==> config.mk <==
export PLATFORM = sky130hd
export DESIGN_NAME = led_scan_receiver_flat
export DESIGN_NICKNAME = d
export VERILOG_FILES = /design/src/rtl/led_scan_receiver_if.sv /design/src/rtl/led_scan_receiver.sv /design/src/flat_wrapper.sv
export SDC_FILE = /design/constraint.sdc
export NUM_CORES = 1
export LEC_CHECK = 0
export ABC_AREA = 1
export CAP_MARGIN = 5
export CORE_MARGIN = 3
export CORE_UTILIZATION = 60
export DETAILED_ROUTE_END_ITERATION = 10
export PLACE_DENSITY_LB_ADDON = 0.25
export SLEW_MARGIN = 20
export SYNTH_ARGS = -nofsm -noshare
export SYNTH_HDL_FRONTEND = slang
export SYNTH_SLANG_ARGS = --single-unit
==> constraint.sdc <==
create_clock -name clk -period 5.19 [get_ports clk]
set_clock_uncertainty 0.05 [all_clocks]
set_input_delay 1.038 -clock clk [delete_from_list [all_inputs] [get_ports clk]]
set_output_delay 1.038 -clock clk [all_outputs]
set_load 0.01 [all_outputs]
==> src/rtl/led_scan_receiver_if.sv <==
// Segment-bus / frame-output bundle for led_scan_receiver.
//   master (display driver / bench): drives digit, anode_en, LED_type_ctl;
//                                    observes frame_bcd, frame_valid,
//                                    frame_err, digit_err_mask.
//   slave  (led_scan_receiver):      the reverse direction.
// digit is indexed [0:6] so that bit 0 = segment a ... bit 6 = segment g,
// which makes a 7'bxxxxxxx literal read left-to-right as a..g.
interface led_scan_receiver_if #(
    parameter int NUM_DIGITS = 4
);
    logic [0:6]              digit;
    logic [NUM_DIGITS-1:0]   anode_en;
    logic                    LED_type_ctl;
    logic [4*NUM_DIGITS-1:0] frame_bcd;
    logic                    frame_valid;
    logic                    frame_err;
    logic [NUM_DIGITS-1:0]   digit_err_mask;

    modport master (
        output digit, anode_en, LED_type_ctl,
        input  frame_bcd, frame_valid, frame_err, digit_err_mask
    );

    modport slave (
        input  digit, anode_en, LED_type_ctl,
        output frame_bcd, frame_valid, frame_err, digit_err_mask
    );
endinterface

==> src/rtl/led_scan_receiver.sv <==
// Seven-segment scan receiver: samples a multiplexed segment bus, debounces
// each digit dwell, decodes the segment pattern back to BCD (either LED
// polarity) and assembles a NUM_DIGITS frame with a one-cycle valid strobe
// and per-digit error flags.
// Ports:
//   clk   - system clock, rising edge
//   reset - synchronous, active-high
//   bus   - led_scan_receiver_if.slave (segment inputs, frame outputs)
module led_scan_receiver #(
    parameter int NUM_DIGITS    = 4,
    parameter int STABLE_CYCLES = 4
) (
    input  logic               clk,
    input  logic               reset,
    led_scan_receiver_if.slave bus
);
    localparam int CW = $clog2(STABLE_CYCLES + 1);
    localparam int KW = 7 + NUM_DIGITS + 1;

    logic [KW-1:0]           r_s;
    logic [CW-1:0]           r_cnt;
    logic [4*NUM_DIGITS-1:0] r_slot_bcd;
    logic [NUM_DIGITS-1:0]   r_slot_err;
    logic [NUM_DIGITS-1:0]   r_mask;
    logic [4*NUM_DIGITS-1:0] r_frame_bcd;
    logic                    r_frame_valid;
    logic                    r_frame_err;
    logic [NUM_DIGITS-1:0]   r_digit_err_mask;

    logic [KW-1:0]           w_key;
    logic                    w_same;
    logic                    w_accept;
    logic                    w_complete;
    logic [0:6]              w_norm;
    logic [3:0]              w_dec;
    logic                    w_dec_err;
    logic [4*NUM_DIGITS-1:0] w_bcd_next;
    logic [NUM_DIGITS-1:0]   w_err_next;
    logic [NUM_DIGITS-1:0]   w_mask_next;

    assign w_key  = {bus.digit, bus.anode_en, bus.LED_type_ctl};
    assign w_same = (w_key == r_s);
    // Accept fires only on the edge the counter passes STABLE_CYCLES-1, so a
    // saturated counter never re-accepts within the same dwell.
    assign w_accept = w_same && (r_cnt == CW'(STABLE_CYCLES - 1)) && $onehot(bus.anode_en);

    // Fold active-high input into the active-low table by inversion.
    always_comb begin
        w_norm    = bus.LED_type_ctl ? bus.digit : ~bus.digit;
        w_dec     = 4'hF;
        w_dec_err = 1'b0;
        case (w_norm)
            7'b0000001: w_dec = 4'd0;
            7'b1001111: w_dec = 4'd1;
            7'b0010010: w_dec = 4'd2;
            7'b0000110: w_dec = 4'd3;
            7'b1001100: w_dec = 4'd4;
            7'b0100100: w_dec = 4'd5;
            7'b0100000: w_dec = 4'd6;
            7'b0001111: w_dec = 4'd7;
            7'b0000000: w_dec = 4'd8;
            7'b0000100: w_dec = 4'd9;
            default: begin
                w_dec     = 4'hF;
                w_dec_err = 1'b1;
            end
        endcase
    end

    // Slot state as it will be after this edge's accept, so a completing
    // accept can publish the frame including its own digit.
    always_comb begin
        w_bcd_next  = r_slot_bcd;
        w_err_next  = r_slot_err;
        w_mask_next = r_mask;
        if (w_accept) begin
            for (int unsigned i = 0; i < NUM_DIGITS; i++) begin
                if (bus.anode_en[i]) begin
                    w_bcd_next[4*i +: 4] = w_dec;
                    w_err_next[i]        = w_dec_err;
                    w_mask_next[i]       = 1'b1;
                end
            end
        end
    end

    assign w_complete = w_accept && (&w_mask_next);

    always_ff @(posedge clk) begin
        if (reset) begin
            r_s              <= '0;
            r_cnt            <= '0;
            r_slot_bcd       <= '0;
            r_slot_err       <= '0;
            r_mask           <= '0;
            r_frame_bcd      <= '0;
            r_frame_valid    <= 1'b0;
            r_frame_err      <= 1'b0;
            r_digit_err_mask <= '0;
        end else begin
            r_s           <= w_key;
            r_frame_valid <= 1'b0;
            if (!w_same) begin
                r_cnt <= CW'(1);
            end else if (r_cnt != CW'(STABLE_CYCLES)) begin
                r_cnt <= r_cnt + CW'(1);
            end
            if (w_accept) begin
                r_slot_bcd <= w_bcd_next;
                r_slot_err <= w_err_next;
                r_mask     <= w_complete ? '0 : w_mask_next;
            end
            if (w_complete) begin
                r_frame_bcd      <= w_bcd_next;
                r_digit_err_mask <= w_err_next;
                r_frame_err      <= |w_err_next;
                r_frame_valid    <= 1'b1;
            end
        end
    end

    assign bus.frame_bcd      = r_frame_bcd;
    assign bus.frame_valid    = r_frame_valid;
    assign bus.frame_err      = r_frame_err;
    assign bus.digit_err_mask = r_digit_err_mask;
endmodule

==> src/flat_wrapper.sv <==
// flat-port wrapper written by rule: the top's interface ports become plain ports
module led_scan_receiver_flat 
#(
    parameter int NUM_DIGITS    = 4,
    parameter int STABLE_CYCLES = 4
)
  (clk, reset, bus_digit, bus_anode_en, bus_LED_type_ctl, bus_frame_bcd, bus_frame_valid, bus_frame_err, bus_digit_err_mask);
  led_scan_receiver_if #(.NUM_DIGITS(NUM_DIGITS)) bus_i ();
  input  logic clk;
  input  logic reset;
  input wire logic [$bits(bus_i.digit)-1:0] bus_digit;
  input wire logic [$bits(bus_i.anode_en)-1:0] bus_anode_en;
  input wire logic [$bits(bus_i.LED_type_ctl)-1:0] bus_LED_type_ctl;
  output wire logic [$bits(bus_i.frame_bcd)-1:0] bus_frame_bcd;
  output wire logic [$bits(bus_i.frame_valid)-1:0] bus_frame_valid;
  output wire logic [$bits(bus_i.frame_err)-1:0] bus_frame_err;
  output wire logic [$bits(bus_i.digit_err_mask)-1:0] bus_digit_err_mask;
  assign bus_i.digit = bus_digit;
  assign bus_i.anode_en = bus_anode_en;
  assign bus_i.LED_type_ctl = bus_LED_type_ctl;
  assign bus_frame_bcd = bus_i.frame_bcd;
  assign bus_frame_valid = bus_i.frame_valid;
  assign bus_frame_err = bus_i.frame_err;
  assign bus_digit_err_mask = bus_i.digit_err_mask;
  led_scan_receiver #(.NUM_DIGITS(NUM_DIGITS), .STABLE_CYCLES(STABLE_CYCLES)) u_core (.clk(clk), .reset(reset), .bus(bus_i));
endmodule
== After elaboration in Yosys (flattened, before gate mapping) ==
Index checks and enable logic that the tools add are counted.

* $add $sub $neg: 4
* Multiplexer cells: 22
* Eq/ne operators: 14
* Bitwise operators: 2
* Reduce and logical (&&, ||, !) cells: 8

{| class="wikitable"
|+ Operator list
! kind !! number
|-
| $pmux W4 S10 || 1
|-
| $mux W4 || 7
|-
| $mux W16 || 1
|-
| $eq A7 B3 Y1 const B || 2
|-
| $eq A7 B6 Y1 const B || 2
|-
| $eq A7 B7 Y1 const B || 2
|-
| $eq A12 B12 Y1 || 1
|-
| $mux W1 || 12
|-
| $reduce_or A10 Y1 || 1
|-
| $eq A7 B1 Y1 const B || 1
|-
| $eq A7 B4 Y1 const B || 1
|-
| $eq A7 B5 Y1 const B || 1
|-
| $logic_not A7 Y1 || 1
|-
| $mux W7 || 1
|-
| $not A7 Y7 || 1
|-
| $add A1 B1 Y2 || 2
|-
| $reduce_and A4 Y1 || 1
|-
| $reduce_or A4 Y1 || 1
|-
| $add A3 B1 Y3 const B || 1
|-
| $add A3 B3 Y3 || 1
|-
| $eq A3 B1 Y1 const B || 1
|-
| $eq A3 B2 Y1 const B || 1
|-
| $logic_and A1 B1 Y1 || 3
|-
| $ne A3 B3 Y1 const B || 1
|-
| 3 further kinds || 3
|}

* Logic and storage cells: 60
* Register bits after elaboration: 61
* Output and inout bits: 22

== Longest topological paths before layout ==
Gate-level depths: netlist (run 1).

* Depth after elaboration: 8
* Mapped depth: 16
* Mapped depth without buffers: 14

== Worst setup path after synthesis (run 1) ==
Ideal clock, no wire load.

* Path type: input to register
* Start: input port bus_anode_en[0]
* End: register u_core.r_digit_err_mask[1], in the netlist u_core.bus.digit_err_mask[1]
* Path buffers: 0
* Data required time: 5.028 ns
* Stages: 12
* Arrival time: 3.202 ns
* Slack: 1.826 ns
* Cell sequence: ha_1 > ha_1 > fa_1 > nor2_1 > and3_1 > nand4_4 > nand2_2 > nand4_4 > nand2_4 > inv_2 > nand2_1 > nand2_1

* Cells in the longest elaborated chain, start to end: 7
* Elaborated cells on any way between the ends: 11
* Classes of those cells: 2 x add/sub; 2 x eq/ne; 3 x mux; 4 x reduce/logical

{| class="wikitable"
|+ RTL lines
! element !! line !! source
|-
| start: declaration || flat_wrapper.sv:12 || <nowiki>input wire logic [$bits(bus_i.anode_en)-1:0] bus_anode_en;</nowiki>
|-
| $add A1 B1 Y2 (implied by the code) || led_scan_receiver.sv:45 || <nowiki>assign w_accept = w_same && (r_cnt == CW'(STABLE_CYCLES - 1)) && $onehot(bus.anode_en);</nowiki>
|-
| $add A3 B3 Y3 (implied by the code) || led_scan_receiver.sv:45 ||
|-
| $eq A3 B1 Y1 || led_scan_receiver.sv:45 ||
|-
| $logic_and A1 B1 Y1 || led_scan_receiver.sv:45 ||
|-
| $mux W4 || led_scan_receiver.sv:76 || <nowiki>if (w_accept) begin</nowiki>
|-
| $reduce_and A4 Y1 || led_scan_receiver.sv:87 || <nowiki>assign w_complete = w_accept && (&w_mask_next);</nowiki>
|-
| $logic_and A1 B1 Y1 || led_scan_receiver.sv:87 ||
|-
| end signal: assignment || led_scan_receiver.sv:115 || <nowiki>r_digit_err_mask <= w_err_next;</nowiki>
|-
| end: declaration || led_scan_receiver.sv:28 || <nowiki>logic [NUM_DIGITS-1:0] r_digit_err_mask;</nowiki>
|}

Parallel ways exist; a longest one is shown, timed or not.
A chain may end at the register's enable or synchronous reset.

== Final worst setup path (run 1) ==
* Start: input port bus_anode_en[1]
* End: register u_core.r_frame_bcd[15], in the netlist u_core.bus.frame_bcd[15]

* Cells in the longest elaborated chain, start to end: 7
* Elaborated cells on any way between the ends: 11
* Classes of those cells: 2 x add/sub; 2 x eq/ne; 3 x mux; 4 x reduce/logical

{| class="wikitable"
|+ RTL lines
! element !! line !! source
|-
| $add A1 B1 Y2 (implied by the code) || led_scan_receiver.sv:45 ||
|-
| $add A3 B3 Y3 (implied by the code) || led_scan_receiver.sv:45 ||
|-
| $eq A3 B1 Y1 || led_scan_receiver.sv:45 ||
|-
| $logic_and A1 B1 Y1 || led_scan_receiver.sv:45 ||
|-
| $mux W4 || led_scan_receiver.sv:76 ||
|-
| $reduce_and A4 Y1 || led_scan_receiver.sv:87 ||
|-
| $logic_and A1 B1 Y1 || led_scan_receiver.sv:87 ||
|-
| end signal: assignment || led_scan_receiver.sv:114 || <nowiki>r_frame_bcd <= w_bcd_next;</nowiki>
|-
| end: declaration || led_scan_receiver.sv:25 || <nowiki>logic [4*NUM_DIGITS-1:0] r_frame_bcd;</nowiki>
|}

Parallel ways exist; a longest one is shown, timed or not.

==> results.rst, run 1 <==
.. list-table::
   :header-rows: 1

   * - Metric
     - Value
   * - Status
     - completed
   * - Routed wl met3
     - ~280 um
   * - Pin count of the biggest net entering global routing
     - 30
   * - Starting utilization of the core area
     - 0.636
   * - Reported net switching power
     - 0.230 mW
   * - Instance count of the mapped netlist
     - about 440
   * - Pleak
     - 1.89 nW
   * - Maximum operating frequency
     - roughly 260 MHz
   * - Antenna violations before repair
     - 0
   * - Proportion of power drawn by flip-flops and latches
     - 0.530
   * - Number of warnings printed during yosys synthesis
     - 0
   * - Smallest setup slack after layout
     - between 1 and 1.5 ns
   * - Setup repair after global routing missed its margin
     - no
   * - Final period demand of the worst path
     - approximately 3.9 ns
   * - Final slew viol count
     - 0
   * - Area taken by flip-flops and latches
     - around 0.0012 mm^2
   * - Vias per cell
     - 4.78
   * - Area share of the largest cell type after synthesis
     - 0.399
   * - Largest cells by area after synthesis
     - sky130_fd_sc_hd__dfxtp_1 40%, sky130_fd_sc_hd__nand2_1 16%, sky130_fd_sc_hd__nor2_1 7.8%
   * - Worst slack at placement
     - slightly above 0.9 ns
   * - Floorplan Core Area
     - roughly 0.0048 mm^2
   * - Seq/Total Area, Yosys
     - 0.399
   * - Type of element capturing the critical path
     - flop
   * - Worst path max stage delay
     - between 0.5 and 0.6 ns
   * - Cell type contributing the most total cell area after synthesis
     - sky130_fd_sc_hd__dfxtp_1
   * - Total Power
     - 0.899 mW
   * - Number of library cell types mapped by synthesis
     - 34
   * - Switching portion of total power
     - 0.256
   * - Fraction of power consumed by combinational cells
     - 0.086
   * - Total congestion overflow
     - 0
   * - Die boundary height
     - approximately 77 um
   * - Detailed Route Iter0 Violations
     - 150
   * - Number of I/O port buffers
     - 35
   * - Clk sink count
     - between 60 and 70
   * - Relative slew slack
     - 0.409
   * - Vias in the first global route
     - about 2500
   * - Ant diodes
     - 0
   * - Top sig layer
     - met4
   * - Wire length of the first global-routing pass
     - 10700 um
   * - Most common cell in the netlist
     - sky130_fd_sc_hd__nand2_1
   * - Maximum level of the CTS H-tree
     - 3
   * - TritonCTS clock tree
     - yes
   * - Final hold violation count
     - 0
   * - Sort of element at the start of the critical path
     - primary input
   * - Detailed-route via count
     - about 2600
   * - Mean post-synth cell area
     - 7.01 um^2
   * - Crit path kind
     - primary input to flop
   * - Clock transition at the register clock pins on the worst setup and hold paths after CTS
     - around 0.07 ns
   * - Total routing usage reported by global routing
     - 0.226
   * - Number of synthesized register bits
     - between 60 and 70
   * - Footprint of the multi-input gates
     - around 0.0015 mm^2
   * - Number of nets produced by synthesis
     - 458
   * - Proportion of synthesized flip-flops having asynchronous set or reset
     - 0
   * - Slew at the pin closest to its max-slew limit
     - 0.885 ns
   * - CP max FO
     - 10
   * - Commonest cells in the netlist
     - 133 x sky130_fd_sc_hd__nand2_1, 64 x sky130_fd_sc_hd__nor2_1, 63 x sky130_fd_sc_hd__inv_1, 61 x sky130_fd_sc_hd__dfxtp_1, 20 x sky130_fd_sc_hd__nand3_1
   * - DRT antenna net count
     - 0
   * - Arr. time, crit path
     - around 4.1 ns
   * - Count of endpoints failing setup in the final report
     - 0
   * - Count of fill cells added during filler insertion
     - just under 400
   * - Number of remaining DRC errors
     - 0
   * - TritonCTS buffer count
     - 9
   * - Peak VDD IR
     - between 0.2 and 0.25 mV
   * - Critical-path cell with the highest stage delay
     - sky130_fd_sc_hd__clkdlybuf4s50_1
   * - Number of synthesized flops with an enable pin
     - 0
   * - Cell area after synthesis
     - 0.00306 mm^2
   * - 1st-pass router iterations
     - 4
   * - Total of hold buffers inserted after clock tree synthesis
     - 0
   * - Most used DFF post-synth
     - sky130_fd_sc_hd__dfxtp_1
   * - Nets@finish
     - between 400 and 500
   * - Final routed wirelength across all metal layers
     - 6230 um
   * - Internal cell power
     - between 0.6 and 0.7 mW
   * - Post-detail-place hpwl
     - between 4000 and 5000 um
   * - Number of buffers on the longest clock path
     - 2
   * - Max-cap violations
     - 0
   * - Post-layout utilization of the core
     - 0.745
   * - X dimension of the die
     - 77.4 um
   * - Site row count
     - 25
   * - GPL Wtd Cong
     - about 0.86
   * - Fin crit share
     - 0.755
   * - Count of pins on the block boundary
     - 36
   * - Total power density per cell area
     - ~250 mW/mm^2
   * - Required @ worst endpoint
     - roughly 5.4 ns
   * - Area enclosed by the die boundary
     - approximately 0.0060 mm^2
   * - Area grow syn2layout
     - 17.3%
   * - Met1 WL
     - 2870 um
   * - Setup total negative slack
     - 0 ns
   * - WL/cell
     - approximately 11 um
   * - Metal2 WL
     - 2940 um
   * - Crit-path cells
     - clkdlybuf4s50_1 > ha_1 > ha_1 > fa_1 > nor2_1 > and3_1 > nand4_4 > nand2_2 > nand4_4 > nand2_4 > inv_2 > nand2_1 > nand2_1
   * - Clock Latency Late Sink
     - between 0.3 and 0.4 ns
   * - Buffer type at the clock tree root
     - sky130_fd_sc_hd__clkbuf_8
   * - Post-CTS Setup Inserts
     - 0
   * - Part of the total power dissipated in the clock network
     - 0.384
   * - Class of the tightest hold or removal check
     - flop to flop
   * - Resized Gates After CTS
     - 0
   * - Share of layout cells above drive strength 1
     - 0.103
worst max-delay path, delay by kind of cell:
family / cells / cell delay [ns]
and+or+nand+nor: 8 / 1.44
adders and majority gates: 3 / 0.93
buffers and inverters: 2 / 0.68
power groups by stage:
stage               Combinational [mW]  Sequential [mW]  Clock (mW)
floorplan                       0.0539            0.486           0
global placement                0.0751            0.486           0
detailed placement              0.0774            0.487           0
CTS                             0.0776            0.476       0.351
global route                    0.0875            0.477       0.378
finish                          0.0772            0.476       0.345
final timing paths:
kind                            slack, ns                                       from  depth (start not counted)                                   endpoint
worst min-delay path                 0.40  u_core.bus.digit_err_mask[3]$_SDFFE_PP0P_                          2  u_core.bus.digit_err_mask[3]$_SDFFE_PP0P_
worst min register to register       0.40  u_core.bus.digit_err_mask[3]$_SDFFE_PP0P_                          2  u_core.bus.digit_err_mask[3]$_SDFFE_PP0P_
worst max-delay path                 1.27                            bus_anode_en[1]                         13      u_core.bus.frame_bcd[15]$_SDFFE_PP0P_
worst max register to register       2.91               u_core.r_cnt[0]$_SDFFE_PP0P_                         10      u_core.bus.frame_bcd[15]$_SDFFE_PP0P_
stage by stage:
step | hold WS (ns) | cells | area [um^2]
after global routing | 0.434 | 545 | 3590
after floorplan | 0.401 | 437 | 3060
after CTS | 0.400 | 545 | 3590
after global placement | 0.380 | 530 | 3430
final | 0.399 | 545 | 3590
after detailed placement | 0.389 | 530 | 3430
state kept, by name (all words and copies together), names as in the netlist:
name                       count
u_core.bus.digit_err_mask      4
u_core.bus.frame_bcd          16
u_core.bus.frame_err           1
u_core.bus.frame_valid         1
u_core.r_cnt                   3
u_core.r_mask                  4
u_core.r_s                    12
u_core.r_slot_bcd             16
u_core.r_slot_err              4
routing by layer:
| metal | up-vias | GRT usage |
|---|---|---|
| met5 | - | 0 |
| met4 | 0 | 0.109 |
| met3 | 14 | 0.0696 |
| met2 | 58 | 0.365 |
| met1 | 1141 | 0.273 |
| li1 | 1393 | - |
cell families (layout without fill, tap and decap cells):
| family | count (synthesis) | count (layout) | share of synthesized area |
|---|---|---|---|
| flops | 61 | 61 | 0.399 |
| buf+inv | 83 | 124 | 0.111 |
| fa+ha+maj | 7 | 7 | 0.0311 |
| simple gates | 244 | 244 | 0.372 |
| xor+xnor | 5 | 5 | 0.0143 |
| compound gates | 37 | 37 | 0.0732 |
placed cells by master (no fill, tap or decap), types with 3 or more instances in the layout:
master	instances
sky130_fd_sc_hd__clkinv_2	4
sky130_fd_sc_hd__ha_1	6
sky130_fd_sc_hd__nand2_1	133
sky130_fd_sc_hd__nand3_1	20
sky130_fd_sc_hd__o21a_1	5
sky130_fd_sc_hd__nor2_1	64
sky130_fd_sc_hd__clkdlybuf4s50_1	35
sky130_fd_sc_hd__a21oi_2	4
sky130_fd_sc_hd__dfxtp_1	61
sky130_fd_sc_hd__clkbuf_8	9
sky130_fd_sc_hd__a21oi_1	6
sky130_fd_sc_hd__inv_1	63
sky130_fd_sc_hd__o21ai_0	5
sky130_fd_sc_hd__nor2_2	3
sky130_fd_sc_hd__nor2_4	3
sky130_fd_sc_hd__inv_2	9
sky130_fd_sc_hd__nand2_2	6
sky130_fd_sc_hd__xnor2_1	4
sky130_fd_sc_hd__o21ai_1	16
sky130_fd_sc_hd__or2_1	3
sky130_fd_sc_hd__nand4_4	4
layout make-up:
class,count,area share
clock inverters,5,0.00801
repair buffers,35,0.0976
inverters,74,0.0774
well taps,67,0.0233
flip-flops and latches,61,0.340
clock buffers,10,0.0355
multi-input cells,293,0.418
No activity file was read; power rests on OpenSTA's default activity.
==> run 2, diff against run 1 <==
--- a/config.mk
+++ b/config.mk
@@ -8,7 +8,7 @@
 export ABC_AREA = 1
 export CAP_MARGIN = 5
 export CORE_MARGIN = 3
-export CORE_UTILIZATION = 60
+export CORE_UTILIZATION = 56
 export DETAILED_ROUTE_END_ITERATION = 10
 export PLACE_DENSITY_LB_ADDON = 0.25
 export SLEW_MARGIN = 20
==> constraint.sdc (replaced) <==
create_clock -name clk -period 3.95 [get_ports clk]
set_clock_uncertainty 0.05 [all_clocks]
set_input_delay 0.79 -clock clk [delete_from_list [all_inputs] [get_ports clk]]
set_output_delay 0.79 -clock clk [all_outputs]
set_load 0.01 [all_outputs]
==> results.rst, run 2 (synthesis results as in run 1) <==
.. list-table::
   :header-rows: 1

   * - Metric
     - Value
   * - Status
     - completed (unchanged)
   * - Arr. time, crit path
     - 3.66 ns (was 4.11 ns)
   * - Peak VDD IR
     - 0.281 mV (was 0.236 mV)
   * - Crit-path cells
     - clkdlybuf4s50_1 > ha_1 > ha_1 > fa_1 > nor2_1 > and3_1 > buf_4 > nand4_4 > nand2_2 > nand4_4 > nand2_4 > inv_2 > nand2_1 > nand2_1 (was clkdlybuf4s50_1 > ha_1 > ha_1 > fa_1 > nor2_1 > and3_1 > nand4_4 > nand2_2 > nand4_4 > nand2_4 > inv_2 > nand2_1 > nand2_1)
   * - Max-cap violations
     - 0 (unchanged)
   * - Clock Latency Late Sink
     - 0.34 ns (about the same)
   * - Final slew viol count
     - 0 (unchanged)
   * - Area enclosed by the die boundary
     - 0.00639 mm^2 (was 0.00600 mm^2)
   * - Share of layout cells above drive strength 1
     - 0.118 (was 0.103)
   * - Vias in the first global route
     - 2609 (was 2474)
   * - Required @ worst endpoint
     - 4.14 ns (was 5.38 ns)
   * - Final hold violation count
     - 0 (unchanged)
   * - Wire length of the first global-routing pass
     - 11400 um (was 10700 um)
   * - Worst path bufs/invs
     - 3 (was 2)
   * - Number of I/O port buffers
     - 35 (unchanged)
   * - Worst path max stage delay
     - 0.55 ns (was 0.59 ns)
   * - Clock transition at the register clock pins on the worst setup and hold paths after CTS
     - 0.06 ns (was 0.07 ns)
   * - Setup repair after global routing missed its margin
     - no (unchanged)
   * - Maximum level of the CTS H-tree
     - 3 (unchanged)
   * - Sort of element at the start of the critical path
     - primary input (unchanged)
   * - Final routed wirelength across all metal layers
     - 6650 um (was 6230 um)
   * - Slew at the pin closest to its max-slew limit
     - 0.828 ns (was 0.885 ns)
   * - Total of hold buffers inserted after clock tree synthesis
     - 0 (unchanged)
   * - Total congestion overflow
     - 0 (unchanged)
   * - Total routing usage reported by global routing
     - 0.232 (was 0.226)
   * - Count of pins on the block boundary
     - 36 (unchanged)
   * - Footprint of the multi-input gates
     - 0.00150 mm^2 (unchanged)
   * - Setup total negative slack
     - 0 ns (unchanged)
   * - Starting utilization of the core area
     - 0.588 (was 0.636)
   * - Buffer type at the clock tree root
     - sky130_fd_sc_hd__clkbuf_8 (unchanged)
   * - Total power density per cell area
     - 352 mW/mm^2 (was 250 mW/mm^2)
   * - Worst hold path cell count
     - 2 (unchanged)
   * - Antenna violations before repair
     - 0 (unchanged)
   * - Final non-filler cell area
     - 0.00369 mm^2 (was 0.00359 mm^2)
   * - 1st-pass router iterations
     - 4 (unchanged)
   * - Resized Gates After CTS
     - 0 (unchanged)
   * - DRT antenna net count
     - 0 (unchanged)
   * - Class of the tightest hold or removal check
     - flop to flop (unchanged)
   * - Type of element capturing the critical path
     - flop (unchanged)
   * - GPL Wtd Cong
     - 0.889 (was 0.858)
   * - Floorplan Core Area
     - 0.00520 mm^2 (was 0.00482 mm^2)
   * - TritonCTS clock tree
     - yes (unchanged)
   * - Post-detail-place hpwl
     - 4700 um (was 4580 um)
   * - Final-layout worst hold slack
     - 0.404 ns (was 0.399 ns)
   * - X dimension of the die
     - 79.9 um (was 77.4 um)
   * - Placed standard-cell area
     - 0.00349 mm^2 (was 0.00343 mm^2)
   * - Pleak
     - 1.94 nW (was 1.89 nW)
   * - Vias per cell
     - 4.90 (was 4.78)
   * - Most common library cell in the layout ignoring fill and taps
     - sky130_fd_sc_hd__nand2_1 (unchanged)
   * - Area grow syn2layout
     - 20.5% (was 17.3%)
   * - Critical path depth
     - 14 (was 13)
   * - Pin count of the biggest net entering global routing
     - 30 (unchanged)
   * - Crit path kind
     - primary input to flop (unchanged)
   * - Nets@finish
     - 502 (was 495)
   * - Worst reg-to-reg path cell count
     - 10 (unchanged)
   * - Number of buffers on the longest clock path
     - 2 (unchanged)
   * - Count of fill cells added during filler insertion
     - 445 (was 389)
   * - Die boundary height
     - 79.9 um (was 77.4 um)
   * - Number of remaining DRC errors
     - 0 (unchanged)
   * - Relative slew slack
     - 0.447 (was 0.409)
   * - Area taken by flip-flops and latches
     - 0.00122 mm^2 (unchanged)
   * - Detailed Route Iter0 Violations
     - 171 (was 150)
   * - Count of endpoints failing setup in the final report
     - 0 (unchanged)
   * - Fin crit share
     - 0.877
   * - Clk sink count
     - 61 (unchanged)
   * - Final period demand of the worst path
     - ~3.5 ns
   * - Detailed-route via count
     - 2720 (was 2606)
   * - Maximum operating frequency
     - slightly below 300 MHz
   * - Top delay family on crit path
     - simple AND/OR/NAND/NOR gates (unchanged)
   * - Critical-path cell with the highest stage delay
     - sky130_fd_sc_hd__clkdlybuf4s50_1 (unchanged)
   * - Ant diodes
     - 0 (unchanged)
   * - TritonCTS buffer count
     - 9 (unchanged)
   * - Top library cells by usage in the layout, fill and taps aside
     - 133 x sky130_fd_sc_hd__nand2_1, 64 x sky130_fd_sc_hd__nor2_1, 63 x sky130_fd_sc_hd__inv_1, 61 x sky130_fd_sc_hd__dfxtp_1, 35 x sky130_fd_sc_hd__clkdlybuf4s50_1 (unchanged)
   * - WL/cell
     - 12.0 um (was 11.4 um)
   * - Site row count
     - 26 (was 25)
   * - CP max FO
     - 10 (unchanged)
   * - Post-CTS Setup Inserts
     - 0 (unchanged)
==> run 2: path summary, 6_finish.rpt <==
path         slack [ns]                                         to                                 startpoint
max                0.49  u_core.bus.digit_err_mask[2]$_SDFFE_PP0P_                            bus_anode_en[3]
min                0.40  u_core.bus.digit_err_mask[2]$_SDFFE_PP0P_  u_core.bus.digit_err_mask[2]$_SDFFE_PP0P_
max reg2reg        1.73  u_core.bus.digit_err_mask[2]$_SDFFE_PP0P_                   u_core.r_s[6]$_SDFF_PP0_
min reg2reg        0.40  u_core.bus.digit_err_mask[2]$_SDFFE_PP0P_  u_core.bus.digit_err_mask[2]$_SDFFE_PP0P_
==> run 2: report_power, final <==
group	total, mW	internal [mW]	switching, mW
combinational	0.106	0.0399	0.0666
clock	0.565	0.320	0.245
sequential	0.626	0.622	0.00363
total	1.30	0.982	0.315
==> run 2: final cells by class <==
class,count,share of cell area
clock inverters,4,0.0129
flip-flops and latches,61,0.331
repair buffers,42,0.109
inverters,74,0.0753
clock buffers,11,0.0410
well taps,70,0.0237
multi-input cells,293,0.407
==> run 2: stage by stage <==
step                      setup slack (ns)  utilization  power (mW)  instances
after floorplan                      0.834            -       0.710        437
after global placement               0.236        0.671       0.742        540
after detailed placement             0.122        0.671       0.746        540
after CTS                            0.458        0.709        1.30        555
after global routing                 0.288        0.709        1.35        555
final                                0.488        0.709        1.30        555
==> run 2: routing by layer <==
metal  GRT usage  part of all wire  up-vias
met2       0.391              0.48       58
met5           0                 0        -
met3      0.0756             0.054        8
met4      0.0828             0.016        0
met1       0.274              0.45     1250
li1            -                 -     1404
==> run 2: tightest hold or removal path, cell delays in order, from the launching register on <==
cell	delay, ns
sky130_fd_sc_hd__dfxtp_1	0.31
sky130_fd_sc_hd__nand2_1	0.06
sky130_fd_sc_hd__nand2_1	0.04
